[src/rtl/awsf1_pkg.sv]
// Shared types and constants for the SDA AXI4-Lite to MMIO bridge.
// Provides AXI response codes, the bridge FSM state enum and the timeout fill word.
package awsf1_pkg;

  localparam logic [1:0] RESP_OKAY   = 2'b00;
  localparam logic [1:0] RESP_SLVERR = 2'b10;
  localparam logic [1:0] RESP_DECERR = 2'b11;

  localparam logic [31:0] TIMEOUT_FILL = 32'hDEAD_BEEF;

  typedef enum logic [2:0] {
    ST_IDLE,
    ST_WR_REQ,
    ST_WR_RESP,
    ST_RD_REQ,
    ST_RD_WAIT,
    ST_RD_RESP
  } state_e;

endpackage

[src/rtl/awsf1_axil_hold.sv]
// Single-entry holding register with a full flag for one AXI-Lite channel.
// Ports: clk_i, rst_ni, set_i (load data_i), clr_i (empty), full_o, data_o.
module awsf1_axil_hold #(
  parameter int W = 32
) (
  input  logic         clk_i,
  input  logic         rst_ni,
  input  logic         set_i,
  input  logic         clr_i,
  input  logic [W-1:0] data_i,
  output logic         full_o,
  output logic [W-1:0] data_o
);

  logic         full_q;
  logic [W-1:0] data_q;

  // Clear beats set: a beat consumed in the cycle it arrives never fills.
  always_ff @(posedge clk_i or negedge rst_ni) begin
    if (!rst_ni) begin
      full_q <= 1'b0;
      data_q <= '0;
    end else begin
      if (set_i) data_q <= data_i;
      if (clr_i) full_q <= 1'b0;
      else if (set_i) full_q <= 1'b1;
    end
  end

  assign full_o = full_q;
  assign data_o = data_q;

endmodule

[src/rtl/awsf1_sda_axil_bridge.sv]
// AXI4-Lite slave on the shell SDA bus that issues one MMIO request at a time.
// Ports: clk/reset, sda_cl_*/cl_sda_* AXI-Lite, req_* MMIO request, rd_rsp_* read return.
module awsf1_sda_axil_bridge
  import awsf1_pkg::*;
#(
  parameter logic [31:0] ADDR_LIMIT     = 32'h0010_0000,
  parameter int          TIMEOUT_CYCLES = 1024
) (
  input  logic        clk_main_a0,
  input  logic        rst_main_n,
  input  logic        sda_cl_awvalid,
  output logic        cl_sda_awready,
  input  logic [31:0] sda_cl_awaddr,
  input  logic        sda_cl_wvalid,
  output logic        cl_sda_wready,
  input  logic [31:0] sda_cl_wdata,
  input  logic [3:0]  sda_cl_wstrb,
  output logic        cl_sda_bvalid,
  output logic [1:0]  cl_sda_bresp,
  input  logic        sda_cl_bready,
  input  logic        sda_cl_arvalid,
  output logic        cl_sda_arready,
  input  logic [31:0] sda_cl_araddr,
  output logic        cl_sda_rvalid,
  output logic [31:0] cl_sda_rdata,
  output logic [1:0]  cl_sda_rresp,
  input  logic        sda_cl_rready,
  output logic        req_valid,
  input  logic        req_ready,
  output logic        req_write,
  output logic [31:0] req_addr,
  output logic [31:0] req_wdata,
  output logic [3:0]  req_wstrb,
  input  logic        rd_rsp_valid,
  input  logic [31:0] rd_rsp_data
);

  localparam int CW = $clog2(TIMEOUT_CYCLES) + 1;
  localparam logic [CW-1:0] CNT_LAST = CW'(TIMEOUT_CYCLES - 1);

  state_e state_q, state_d;

  logic          live_q;
  logic          last_rd_q;
  logic          seen_q;
  logic [CW-1:0] cnt_q;
  logic [1:0]    bresp_q;
  logic [1:0]    rresp_q;
  logic [31:0]   rdata_q;

  logic        aw_full, w_full, ar_full;
  logic [31:0] aw_addr, ar_addr, w_data;
  logic [3:0]  w_strb;
  logic        aw_clr, ar_clr;

  logic idle;
  logic aw_fire, w_fire, ar_fire;
  logic wr_rdy, rd_rdy;
  logic grant_wr, grant_rd;
  logic wr_dec, rd_dec;
  logic [31:0] wr_addr, rd_addr;

  assign idle = (state_q == ST_IDLE);

  // live_q keeps all readies low through reset and its first cycle out.
  assign cl_sda_awready = live_q & idle & ~aw_full;
  assign cl_sda_wready  = live_q & idle & ~w_full;
  assign cl_sda_arready = live_q & idle & ~aw_full & ~w_full & ~ar_full;

  assign aw_fire = sda_cl_awvalid & cl_sda_awready;
  assign w_fire  = sda_cl_wvalid  & cl_sda_wready;
  assign ar_fire = sda_cl_arvalid & cl_sda_arready;

  awsf1_axil_hold #(.W(32)) u_aw (
    .clk_i  (clk_main_a0),
    .rst_ni (rst_main_n),
    .set_i  (aw_fire),
    .clr_i  (aw_clr),
    .data_i (sda_cl_awaddr),
    .full_o (aw_full),
    .data_o (aw_addr)
  );

  awsf1_axil_hold #(.W(36)) u_w (
    .clk_i  (clk_main_a0),
    .rst_ni (rst_main_n),
    .set_i  (w_fire),
    .clr_i  (aw_clr),
    .data_i ({sda_cl_wstrb, sda_cl_wdata}),
    .full_o (w_full),
    .data_o ({w_strb, w_data})
  );

  awsf1_axil_hold #(.W(32)) u_ar (
    .clk_i  (clk_main_a0),
    .rst_ni (rst_main_n),
    .set_i  (ar_fire),
    .clr_i  (ar_clr),
    .data_i (sda_cl_araddr),
    .full_o (ar_full),
    .data_o (ar_addr)
  );

  // Beats landing this cycle count, so IDLE can dispatch without a bubble.
  assign wr_rdy  = (aw_full | aw_fire) & (w_full | w_fire);
  assign rd_rdy  = ar_full | ar_fire;
  assign wr_addr = aw_full ? aw_addr : sda_cl_awaddr;
  assign rd_addr = ar_full ? ar_addr : sda_cl_araddr;
  assign wr_dec  = (wr_addr >= ADDR_LIMIT);
  assign rd_dec  = (rd_addr >= ADDR_LIMIT);

  // On a tie the side not served last wins; before any grant, write wins.
  assign grant_wr = idle & wr_rdy & (~rd_rdy | ~seen_q | last_rd_q);
  assign grant_rd = idle & rd_rdy & ~grant_wr;

  always_comb begin
    state_d = state_q;
    aw_clr  = 1'b0;
    ar_clr  = 1'b0;
    unique case (state_q)
      ST_IDLE: begin
        if (grant_wr) begin
          state_d = wr_dec ? ST_WR_RESP : ST_WR_REQ;
          aw_clr  = wr_dec;
        end else if (grant_rd) begin
          state_d = rd_dec ? ST_RD_RESP : ST_RD_REQ;
          ar_clr  = rd_dec;
        end
      end
      ST_WR_REQ: begin
        if (req_ready) begin
          state_d = ST_WR_RESP;
          aw_clr  = 1'b1;
        end
      end
      ST_WR_RESP: if (sda_cl_bready) state_d = ST_IDLE;
      ST_RD_REQ: begin
        if (req_ready) begin
          state_d = ST_RD_WAIT;
          ar_clr  = 1'b1;
        end
      end
      ST_RD_WAIT: begin
        if (rd_rsp_valid || cnt_q == CNT_LAST) state_d = ST_RD_RESP;
      end
      ST_RD_RESP: if (sda_cl_rready) state_d = ST_IDLE;
      default: state_d = ST_IDLE;
    endcase
  end

  always_ff @(posedge clk_main_a0 or negedge rst_main_n) begin
    if (!rst_main_n) begin
      state_q   <= ST_IDLE;
      live_q    <= 1'b0;
      last_rd_q <= 1'b0;
      seen_q    <= 1'b0;
      cnt_q     <= '0;
      bresp_q   <= RESP_OKAY;
      rresp_q   <= RESP_OKAY;
      rdata_q   <= '0;
    end else begin
      state_q <= state_d;
      live_q  <= 1'b1;
      if (grant_wr | grant_rd) begin
        seen_q    <= 1'b1;
        last_rd_q <= grant_rd;
      end
      if (grant_wr) bresp_q <= wr_dec ? RESP_DECERR : RESP_OKAY;
      if (grant_rd && rd_dec) begin
        rresp_q <= RESP_DECERR;
        rdata_q <= '0;
      end
      if (state_q == ST_RD_REQ && req_ready) cnt_q <= '0;
      if (state_q == ST_RD_WAIT) begin
        if (rd_rsp_valid) begin
          rdata_q <= rd_rsp_data;
          rresp_q <= RESP_OKAY;
        end else if (cnt_q == CNT_LAST) begin
          rdata_q <= TIMEOUT_FILL;
          rresp_q <= RESP_SLVERR;
        end
        if (cnt_q != {CW{1'b1}}) cnt_q <= cnt_q + 1'b1;
      end
    end
  end

  assign cl_sda_bvalid = (state_q == ST_WR_RESP);
  assign cl_sda_bresp  = bresp_q;
  assign cl_sda_rvalid = (state_q == ST_RD_RESP);
  assign cl_sda_rresp  = rresp_q;
  assign cl_sda_rdata  = rdata_q;

  assign req_valid = (state_q == ST_WR_REQ) | (state_q == ST_RD_REQ);
  assign req_write = (state_q == ST_WR_REQ);
  assign req_addr  = (state_q == ST_WR_REQ) ? aw_addr :
                     (state_q == ST_RD_REQ) ? ar_addr : 32'h0;
  assign req_wdata = (state_q == ST_WR_REQ) ? w_data : 32'h0;
  assign req_wstrb = (state_q == ST_WR_REQ) ? w_strb : 4'h0;

endmodule

[config.mk]
export PLATFORM = sky130hd
export DESIGN_NAME = awsf1_sda_axil_bridge
export DESIGN_NICKNAME = d
export VERILOG_FILES = /design/src/rtl/awsf1_pkg.sv /design/src/rtl/awsf1_axil_hold.sv /design/src/rtl/awsf1_sda_axil_bridge.sv
export SDC_FILE = /design/constraint.sdc
export NUM_CORES = 1
export LEC_CHECK = 0
export ABC_AREA = 1
export ABC_CLOCK_PERIOD_IN_PS = 1550
export CAP_MARGIN = 20
export CORE_MARGIN = 2
export CORE_UTILIZATION = 40
export DETAILED_ROUTE_END_ITERATION = 10
export PLACE_DENSITY = 0.76
export SLEW_MARGIN = 20
export SYNTH_ARGS = -nofsm -noshare
export SYNTH_HDL_FRONTEND = slang
export SYNTH_SLANG_ARGS = --single-unit
[constraint.sdc]
create_clock -name clk_main_a0 -period 1.55 [get_ports clk_main_a0]
set_input_delay 0.31 -clock clk_main_a0 [delete_from_list [all_inputs] [get_ports clk_main_a0]]
set_output_delay 0.31 -clock clk_main_a0 [all_outputs]
set_load 0.05 [all_outputs]
==> results of run 1 <==
-- layout make-up --
class | instances | area [um^2]
repair buffers | 405 | 5730
fillers | 712 | 2080
clock inverters | 12 | 209
inverters | 131 | 510
clock buffers | 20 | 467
flip-flops and latches | 155 | 3880
multi-input cells | 509 | 4080
well taps | 225 | 282
-- metal layers --
metal	up-vias	routed length, um
li1	3418	-
met1	3827	11000
met2	376	16400
met3	116	2260
met4	0	1600
met5	-	0
-- kinds of logic (layout without fill, tap and decap cells) --
kind of cell,after synthesis,in the layout,synth area share (%)
XOR/XNOR,5,5,0.622
AO/OA/AOI/OAI,157,157,11.7
adder cells (fa/ha/maj),1,1,0.178
flip-flops,155,155,55.1
other,1,1,0.0533
AND/OR/NAND/NOR,325,325,19.5
multiplexers,20,20,3.20
buffers and inverters,171,568,9.63
-- worst max-delay path, cell delays in order, from the launching register on --
cell	delay, ps
sky130_fd_sc_hd__dfrtp_1	430
sky130_fd_sc_hd__nor2_4	200
sky130_fd_sc_hd__nand3_4	120
sky130_fd_sc_hd__nor2_4	110
sky130_fd_sc_hd__buf_6	130
sky130_fd_sc_hd__inv_6	40
sky130_fd_sc_hd__nor3_4	240
sky130_fd_sc_hd__buf_12	180
-- registers in the layout (all words and copies together) (netlist names) --
signal        flops
live_q            1
u_ar.data_o      32
last_rd_q         1
u_w.data_o       36
cl_sda_bresp      1
seen_q            1
u_w.full_o        1
cl_sda_rdata     32
cl_sda_rresp      2
u_aw.data_o      32
cnt_q            11
state_q           3
u_ar.full_o       1
u_aw.full_o       1
-- what timing repair did --
| item | 4_1_cts | 5_1_grt |
|---|---|---|
| pin swaps | 26 | 22 |
| setup endpoints to repair | 217 | 229 |
| buffers inserted | 36 | 17 |
| cloned | 14 | 14 |
| endpoints found under the hold margin | 17 | 0 |
| hold buffers | 1 | 0 |
| resized for setup | 119 | 207 |
-- power by group through the flow --
stage | registers, W | logic [W] | clock network [W]
2_1_floorplan | 0.00841 | 0.00813 | 0
3_3_place_gp | 0.00714 | 0.0170 | 0
3_5_place_dp | 0.00722 | 0.0173 | 0
4_1_cts | 0.00722 | 0.0192 | 0.00478
5_1_grt | 0.00766 | 0.0220 | 0.00500
6_report | 0.00750 | 0.0211 | 0.00481
-- worst paths after layout --
check                      cells after the start  slack, ps               end
setup reg to reg                              13       -560        state_q[1]
hold / removal                                 2        300   u_aw.data_o[25]
hold reg to reg                                2        490   u_ar.data_o[22]
min in group clk_main_a0                       3        420  cl_sda_rdata[17]
setup / recovery                               7       -650    cl_sda_arready
max in group asynchronous                      3        610        state_q[1]
-- cell usage in the layout, fill, tap and decap left out, drive strengths merged --
cell	synthesis	layout
a21boi	1	1
a21oi	48	48
a31oi	1	1
buf	15	252
bufbuf	0	1
bufinv	0	5
clkbuf	25	32
clkdlybuf4s50	0	139
clkinv	1	4
clkinvlp	0	2
conb	1	1
dfrtp	155	155
dlygate4sd3	0	1
ha	1	1
inv	130	132
mux2	20	20
nand2	166	166
nand3	33	33
nand4	10	10
nor2	106	106
nor3	7	7
nor3b	1	1
nor4	2	2
o21a	1	1
o21ai	91	91
o21bai	1	1
o22ai	12	12
o31ai	2	2
xnor2	1	1
xor2	4	4
-- per-stage QoR --
| stage | util [%] | total power [W] | cells | setup slack, ps | setup TNS (ps) |
|---|---|---|---|---|---|
| 6_report | 87.9 | 0.0334 | 1457 | -645 | -93750 |
| 3_3_place_gp | 71.6 | 0.0241 | 1353 | -325 | -19130 |
| 3_5_place_dp | 71.6 | 0.0246 | 1353 | -378 | -25020 |
| 5_1_grt | 87.9 | 0.0347 | 1457 | -696 | -105540 |
| 4_1_cts | 81.5 | 0.0312 | 1435 | -597 | -80130 |
| 2_1_floorplan | - | 0.0165 | 835 | -340 | -29740 |
==> flow_summary.json, run 1 <==
{
  "run_status": "finished with violations",
  "violated_checks": "negative setup slack",
  "antenna_found_initial": 0,
  "final_nets": 1361,
  "final-hold-violation-count": 0,
  "setup_viol_count_final": 228,
  "cp_data_required_time_ps": 1240,
  "synth_warnings": 0,
  "met3_usage_pct": 7.85,
  "final_antenna_net_count": 0,
  "via_count": 7737,
  "cts.clk_slew.worst_paths_ps": 70,
  "dr.pass1.iters": 5,
  "synth_top_cell_by_area": "sky130_fd_sc_hd__dfrtp_1",
  "synthFlopType": "sky130_fd_sc_hd__dfrtp_1",
  "critPathCaptureType": "primary output",
  "grt_pass1_vias": 8031,
  "gp_routability_congestion": 0.781,
  "final_min_period_over_clock_period_pct": 142,
  "via_per_inst": 5.31,
  "grt_start_max_net_pins": 59,
  "ys_top_cells_by_count": "162 x sky130_fd_sc_hd__nand2_1, 155 x sky130_fd_sc_hd__dfrtp_1, 129 x sky130_fd_sc_hd__inv_1",
  "grt_setup_unrepaired": "true",
  "comb_power_share_pct": 63.1,
  "count_of_maximum_capacitance_violations": 0,
  "flops_latches_synth": 155,
  "dp.final_hpwl_mm": 16.2,
  "cts-buffers-inserted": 17,
  "worst-endpoint-arrival_ps": 1890,
  "worstSkewPairLatency_ps": 440,
  "p_seq_share_pct": 22.5,
  "tritoncts_clock_tree": "done",
  "setup.worst_path.class": "flip-flop to primary output",
  "antenna_cells_inserted": 0,
  "most_used_layer_global_route": "met2",
  "die_x_um": 137,
  "core_um2": 17200,
  "die_h_um": 137,
  "drt_iter0_markers": 455,
  "design.die.area_um2": 18700,
  "synth.top_cell.area_share_pct": 55.1,
  "power.net_switching_w": 0.0147,
  "cts-root-buf": "sky130_fd_sc_hd__clkbuf_16",
  "power_density_nw_per_um2": 2200,
  "routed_wire_length_per_instance_um": 21.5,
  "global_route.overflow_total": 0,
  "netlist_instances": 835,
  "post-synth-top-count-cell": "sky130_fd_sc_hd__nand2_1",
  "area_growth_syn_to_layout_pct": 115,
  "clockPowerShare_pct": 14.4,
  "skew_ps": 12.1,
  "detail_route.wirelength_mm": 31.3,
  "met1_usage_pct": 31.0,
  "grt_first_pass_wirelength_mm": 40.6,
  "final_critical_path_setup_slack_ps": -645,
  "io_pins": 252,
  "worst_setup_path_start_kind": "flip-flop",
  "share_of_cells_above_drive_strength_1_pct": 47.2,
  "worst_ir_drop_vdd_uv": 1710,
  "post_synth_main_area_contributors": "sky130_fd_sc_hd__dfrtp_1 55%, sky130_fd_sc_hd__nand2_1 8.6%, sky130_fd_sc_hd__inv_1 6.9%, sky130_fd_sc_hd__o21ai_0 6.5%, sky130_fd_sc_hd__nor2_1 5.4%",
  "worst_hold_path_class": "primary input to asynchronous set/reset pin",
  "worst_hold_slack_ps": 302,
  "fmax_ghz": 0.456,
  "met2_usage_pct": 50.9,
  "initial_utilization_pct": 40.8,
  "regToRegStartpoint": "state_q[2]",
  "total_leakage_power_nw": 7.00,
  "synthesis.area_um2": 7040,
  "seq_area_frac_synth_pct": 55.1,
  "post-route-cell-area_um2": 15200,
  "total_routing_usage_gr_pct": 28.3,
  "cp_max_fo": 3,
  "netSwitchingFraction_pct": 44.0,
  "timing.final.max_slew_violations": 0,
  "synth_enable_flop_cells": 0,
  "syn_avg_cell_area_um2": 8.43,
  "cts.htree.levels": 4,
  "cp-startpoint": "state_q[2]",
  "cts_num_sinks": 155,
  "synthArstFlopShare_pct": 100,
  "std_cell_rows": 48,
  "post_dp_cell_area_um2": 12300,
  "final_worst_path_period_need_ps": 2200,
  "synth_cell_types": 35,
  "clockBufferDepth": 2,
  "intPower_w": 0.0187,
  "synth_nets": 977,
  "remaining_drc_errors": 0,
  "port_buffers": 251
}
Power figures use the tool's default switching activity.
==> run 2: changes to the inputs <==
--- a/config.mk
+++ b/config.mk
@@ -6,7 +6,6 @@
 export NUM_CORES = 1
 export LEC_CHECK = 0
 export ABC_AREA = 1
-export ABC_CLOCK_PERIOD_IN_PS = 1550
 export CAP_MARGIN = 20
 export CORE_MARGIN = 2
 export CORE_UTILIZATION = 40
==> constraint.sdc (replaced) <==
create_clock -name clk_main_a0 -period 1.8 [get_ports clk_main_a0]
set_input_delay 0.36 -clock clk_main_a0 [delete_from_list [all_inputs] [get_ports clk_main_a0]]
set_output_delay 0.36 -clock clk_main_a0 [all_outputs]
set_load 0.05 [all_outputs]
==> run 2 against run 1 <==
Effect of this change:
- cell count fell by 5.1%
- cell area fell by 13%
- clock skew decreased by 5.3 ps
- global-route usage fell by 4.5 points
- via count is 8.7% lower
- core utilization down 11 points
- first-iteration DRC count fell by 28%
- the run still ends with negative setup slack left
- sequential power down 17%
- worst hold slack better by 160 ps
- largest cell class unchanged
- register-to-register slack improved by 210 ps
==> flow_summary.json, run 2 (synthesis results as in run 1) <==
{
  "crit_chain": "nor2_4 -> nand2_4 -> inv_8 -> buf_12 -> nand2_1 -> o21ai_4 -> buf_12",
  "met2_usage_pct": 40.5,
  "violated_checks": "negative setup slack",
  "final_critical_path_setup_slack_ps": -365,
  "regToRegStartpoint": "state_q[2]",
  "nFillCells": 1046,
  "rr_worst_depth": 14,
  "tritoncts_clock_tree": "done",
  "count_of_maximum_capacitance_violations": 0,
  "area_growth_syn_to_layout_pct": 87.9,
  "setup_viol_count_final": 144,
  "slowest_stage": "sky130_fd_sc_hd__dfrtp_2",
  "r2r-end": "cl_sda_rdata[5]",
  "std_cell_rows": 48,
  "crit_buf_inv": 3,
  "mostFrequentLayoutCell": "sky130_fd_sc_hd__dfrtp_1",
  "worstSkewPairLatency_ps": 420,
  "cts-root-buf": "sky130_fd_sc_hd__clkbuf_16",
  "drt_iter0_markers": 327,
  "power_density_nw_per_um2": 1900,
  "final_nets": 1286,
  "layout_common_cells": "152 x sky130_fd_sc_hd__dfrtp_1, 139 x sky130_fd_sc_hd__clkdlybuf4s50_1, 124 x sky130_fd_sc_hd__nand2_1",
  "post_dp_cell_area_um2": 11100,
  "total_routing_usage_gr_pct": 23.7,
  "via_count": 7064,
  "skew_ps": 6.82,
  "post-route-cell-area_um2": 13200,
  "grt_pass1_vias": 6794,
  "r2r_setup_slack_ps": -350,
  "detail_route.wirelength_mm": 25.1,
  "final-hold-violation-count": 0,
  "dr.pass1.iters": 5,
  "clockBufferDepth": 2,
  "total_leakage_power_nw": 5.97,
  "worst_hold_slack_ps": 463,
  "fmax_ghz": 0.462,
  "critical-path-top-cell-by-count": "sky130_fd_sc_hd__buf_12",
  "met1_usage_pct": 28.6,
  "cts.htree.levels": 4,
  "antenna_found_initial": 0,
  "worst_ir_drop_vdd_uv": 1100,
  "worst-endpoint-arrival_ps": 1800,
  "setup.worst_path.class": "flip-flop to primary output",
  "io_pins": 252,
  "detailedPlace.worstSlack_ps": -129,
  "run_status": "finished with violations",
  "die_h_um": 137,
  "initial_utilization_pct": 40.8,
  "design.die.area_um2": 18700,
  "via_per_inst": 5.11,
  "cp_max_fo": 6,
  "critPathCaptureType": "primary output",
  "port_buffers": 251,
  "routed_wire_length_per_instance_um": 18.2,
  "final_antenna_net_count": 0,
  "cts.clk_slew.worst_paths_ps": 60,
  "grt_start_max_net_pins": 65,
  "met3_usage_pct": 6.44,
  "grt_first_pass_wirelength_mm": 34.2,
  "share_of_cells_above_drive_strength_1_pct": 38.2,
  "die_x_um": 137,
  "cts_num_sinks": 155,
  "max_stage_delay_ps": 440,
  "family_with_the_most_delay_on_the_worst_path": "flip-flops",
  "largest_reg_flops": 36,
  "gp_routability_congestion": 0.822,
  "worst_setup_path_start_kind": "flip-flop",
  "setup-tns-final_ps": -33470,
  "timing.final.max_slew_violations": 0,
  "final_min_period_over_clock_period_pct": 120,
  "dp.final_hpwl_mm": 14.9,
  "worst_hold_path_class": "primary input to asynchronous set/reset pin",
  "most_used_layer_global_route": "met2",
  "antenna_cells_inserted": 0,
  "remaining_drc_errors": 0,
  "grt_setup_unrepaired": "true",
  "final_worst_path_period_need_ps": 2160,
  "core_um2": 17200,
  "cts-buffers-inserted": 17,
  "global_route.overflow_total": 0,
  "cp_data_required_time_ps": 1440
}
## run 2: repair_timing
| item | in CTS | in global routing |
|---|---|---|
| hold buffers | 1 | 0 |
| endpoints found under the hold margin | 43 | 0 |
| cloned | 6 | 11 |
| pin swaps | 6 | 16 |
| setup endpoints to repair | 119 | 191 |
| buffers inserted | 15 | 12 |
| resized for setup | 75 | 197 |
## run 2: report_power, final
group / switching [W] / internal, W / leakage, nW
Combinational: 0.00872 / 0.00641 / 3.81
Clock: 0.00143 / 0.00239 / 0.308
Sequential: 0.00107 / 0.00515 / 1.86
Total: 0.0112 / 0.0140 / 5.97
## run 2: how the worst max path moves through the flow
stage                  start  slack, ps  cells past startpoint                to
3_5_place_dp   sda_cl_wvalid       -130                     10  cl_sda_rdata[31]
2_1_floorplan     state_q[2]       -280                      4      req_addr[21]
6_report          state_q[2]       -360                      7      req_addr[15]
4_1_cts           state_q[2]       -280                      7    cl_sda_arready
5_1_grt           state_q[2]       -430                     14   cl_sda_rdata[5]
3_3_place_gp   sda_cl_wvalid        -50                     10  cl_sda_rdata[15]
## run 2: through the flow
step / power (W) / utilization, % / std cells
final: 0.0252 / 76.8 / 1382
after global routing: 0.0263 / 76.8 / 1382
after CTS: 0.0235 / 71.5 / 1363
after detailed placement: 0.0183 / 64.2 / 1309
after global placement: 0.0180 / 64.2 / 1309
after floorplan: 0.0131 / - / 835
## run 2: cell type report
cell class	instances	area (um^2)	area share [%]
clock inverter	11	165	1.25
multi-input combinational	509	3570	27.0
inverter	131	507	3.83
clock buffer	21	460	3.48
timing repair buffer	330	4360	33.0
tap	225	282	2.13
sequential	155	3880	29.3
## run 2: routing by layer
metal / wire length [um] / share of wire (%)
met4: 920 / 3.7
met2: 12900 / 52
met1: 9430 / 38
met5: 0 / 0
met3: 1820 / 7.2
## run 2: worst reg2reg max path: cells and delay by family (launching register included)
family | cells | cell delay, ps
compound gates | 1 | 50
buf+inv | 4 | 580
flops | 1 | 440
simple gates | 9 | 960
==> run 3: changes to the inputs <==
--- a/config.mk
+++ b/config.mk
@@ -10,6 +10,7 @@
 export CORE_MARGIN = 2
 export CORE_UTILIZATION = 40
 export DETAILED_ROUTE_END_ITERATION = 10
+export MAX_ROUTING_LAYER = met4
 export PLACE_DENSITY = 0.76
 export SLEW_MARGIN = 20
 export SYNTH_ARGS = -nofsm -noshare
==> run 3 against run 2 <==
Effect of this change:
- the flow still finishes with violations (negative setup slack)
- sequential power fell by 0.6%
- maximum frequency up 2.3%
- global-route usage increased by 0.76 points
- worst hold slack got worse by 1.4 ps
- cell count decreased by 0.87%
- clock power is essentially flat
- register-to-register slack better by 80 ps
- non-clock buffer count fell by 12
- combinational power shrank 4%
- via count down 4.6%
- clock-buffer cell count stayed put
==> flow_summary.json, run 3 (synthesis results as in run 1) <==
{
  "skew_ps": 10.9,
  "detail_route.wirelength_mm": 22.9,
  "clockPowerShare_pct": 15.6,
  "final_antenna_net_count": 0,
  "die_x_um": 137,
  "power.net_switching_w": 0.0109,
  "worstSkewPairLatency_ps": 420,
  "setup-tns-final_ps": -31030,
  "slew_headroom_pct": 59.6,
  "post-layout-total-power_w": 0.0245,
  "core_um2": 17200,
  "comb_power_share_pct": 59.2,
  "cts-root-buf": "sky130_fd_sc_hd__clkbuf_16",
  "layout_common_cells": "152 x sky130_fd_sc_hd__dfrtp_1, 139 x sky130_fd_sc_hd__clkdlybuf4s50_1, 134 x sky130_fd_sc_hd__nand2_1",
  "final-hold-violation-count": 0,
  "layoutNonFillerInstCount": 1370,
  "worst_hold_slack_ps": 462,
  "worst_ir_drop_vdd_uv": 977,
  "dp.final_hpwl_mm": 14.9,
  "count_of_maximum_capacitance_violations": 0,
  "timing.final.max_slew_violations": 0,
  "setup.worst_path.class": "flip-flop to primary output",
  "drt_iter0_markers": 324,
  "grt_setup_unrepaired": "true",
  "worst_hold_path_class": "primary input to asynchronous set/reset pin",
  "tritoncts_clock_tree": "done",
  "cp_data_required_time_ps": 1440,
  "io_pins": 252,
  "total_routing_usage_gr_pct": 24.5,
  "largest_reg_flops": 36,
  "share_of_cells_above_drive_strength_1_pct": 32.2,
  "worstMarginPinSlew_ps": 605,
  "die_h_um": 137,
  "setup_viol_count_final": 170,
  "p_seq_share_pct": 25.3,
  "worst_setup_path_start_kind": "flip-flop",
  "fmax_ghz": 0.472,
  "area_growth_syn_to_layout_pct": 82.1,
  "gp_routability_congestion": 0.834,
  "global_route.overflow_total": 0,
  "via_count": 6739,
  "routed_wire_length_per_instance_um": 16.7,
  "intPower_w": 0.0136,
  "power_density_nw_per_um2": 1910,
  "cp_max_fo": 12,
  "nFillCells": 1110,
  "place_inst": 1309,
  "utilization_pct": 74.4,
  "worst-endpoint-arrival_ps": 1760,
  "violated_checks": "negative setup slack",
  "cts.clk_slew.worst_paths_ps": 60,
  "mostFrequentLayoutCell": "sky130_fd_sc_hd__dfrtp_1",
  "dr.pass1.iters": 5,
  "final_critical_path_setup_slack_ps": -317,
  "final_nets": 1274,
  "grt_start_max_net_pins": 65,
  "run_status": "finished with violations",
  "cts-buffers-inserted": 17,
  "via_per_inst": 4.92,
  "std_cell_rows": 48,
  "critPathCaptureType": "primary output",
  "cts_num_sinks": 155,
  "antenna_cells_inserted": 0,
  "remaining_drc_errors": 0,
  "clockBufferDepth": 2,
  "final_min_period_over_clock_period_pct": 118,
  "port_buffers": 251,
  "final_worst_path_period_need_ps": 2120,
  "grt_first_pass_wirelength_mm": 34.2,
  "antenna_found_initial": 0,
  "total_leakage_power_nw": 5.94,
  "cts.htree.levels": 4,
  "grt_pass1_vias": 6781,
  "netSwitchingFraction_pct": 44.5,
  "initial_utilization_pct": 40.8,
  "design.die.area_um2": 18700
}
## run 3: changes by cell type in the layout (fill, tap and decap cells not counted), moves of 10 or more
cell                      change
sky130_fd_sc_hd__a21oi_1     +22
sky130_fd_sc_hd__a21oi_2     -22
sky130_fd_sc_hd__buf_6       -17
sky130_fd_sc_hd__nor2_1      +15
sky130_fd_sc_hd__nor2_2      -15
sky130_fd_sc_hd__o21ai_0     +15
sky130_fd_sc_hd__o21ai_2     -15
sky130_fd_sc_hd__buf_4       +12
sky130_fd_sc_hd__o21ai_1     -12
sky130_fd_sc_hd__o21ai_4     +12
sky130_fd_sc_hd__nand2_1     +10
## run 3: routing by layer
metal  share of wire, %  track usage, %
met1                 39            29.0
met2                 52            40.5
met3                6.2            6.22
met4                3.1            8.80
met5                  0               -
## run 3: what timing repair did
action | 4_1_cts | 5_1_grt
resized for setup | 75 | 95
hold endpoints to repair | 43 | 0
setup endpoints to repair | 119 | 191
setup buffers | 15 | 4
pin swaps | 6 | 10
cloned | 6 | 3
hold buffers | 1 | 0
## run 3: final timing paths
kind                                 start               end  slack [ps]  cells past startpoint
hold reg to reg            u_ar.data_o[20]   u_ar.data_o[20]         480                      2
setup reg to reg                state_q[2]  cl_sda_rdata[30]        -270                     14
max in group asynchronous       rst_main_n        state_q[2]         760                      3
min in group clk_main_a0   rd_rsp_data[22]  cl_sda_rdata[22]         480                      3
hold / removal                  rst_main_n     u_w.data_o[5]         460                      2
setup / recovery                state_q[2]      req_wdata[8]        -320                      5
## run 3: metrics by stage
stage | area, um^2 | setup WS, ps
floorplan | 7330 | -283
CTS | 12300 | -277
finish | 12800 | -317
global route | 12800 | -390
global placement | 11100 | -51.4
detailed placement | 11100 | -129
## run 3: critical path, stage by stage (launching register included)
cell	delay, ps
sky130_fd_sc_hd__dfrtp_2	440
sky130_fd_sc_hd__nor2_4	150
sky130_fd_sc_hd__nand2_4	130
sky130_fd_sc_hd__bufbuf_16	330
sky130_fd_sc_hd__nor2_2	130
sky130_fd_sc_hd__buf_12	150
## run 3: power groups by stage
stage	registers (W)	clock network, W	logic, W
final	0.00618	0.00381	0.0145
after global routing	0.00635	0.00401	0.0153
after CTS	0.00600	0.00385	0.0136
after detailed placement	0.00602	0	0.0123
after global placement	0.00596	0	0.0121
after floorplan	0.00724	0	0.00587
## run 3: area by class of cell
cell class              instances  area, um^2  area share [%]
multi-input cells             509        3410            26.6
flip-flops and latches        155        3880            30.3
clock inverters                11         165            1.29
repair buffers                318        4120            32.1
well taps                     225         282            2.20
clock buffers                  21         460            3.59
inverters                     131         508            3.96
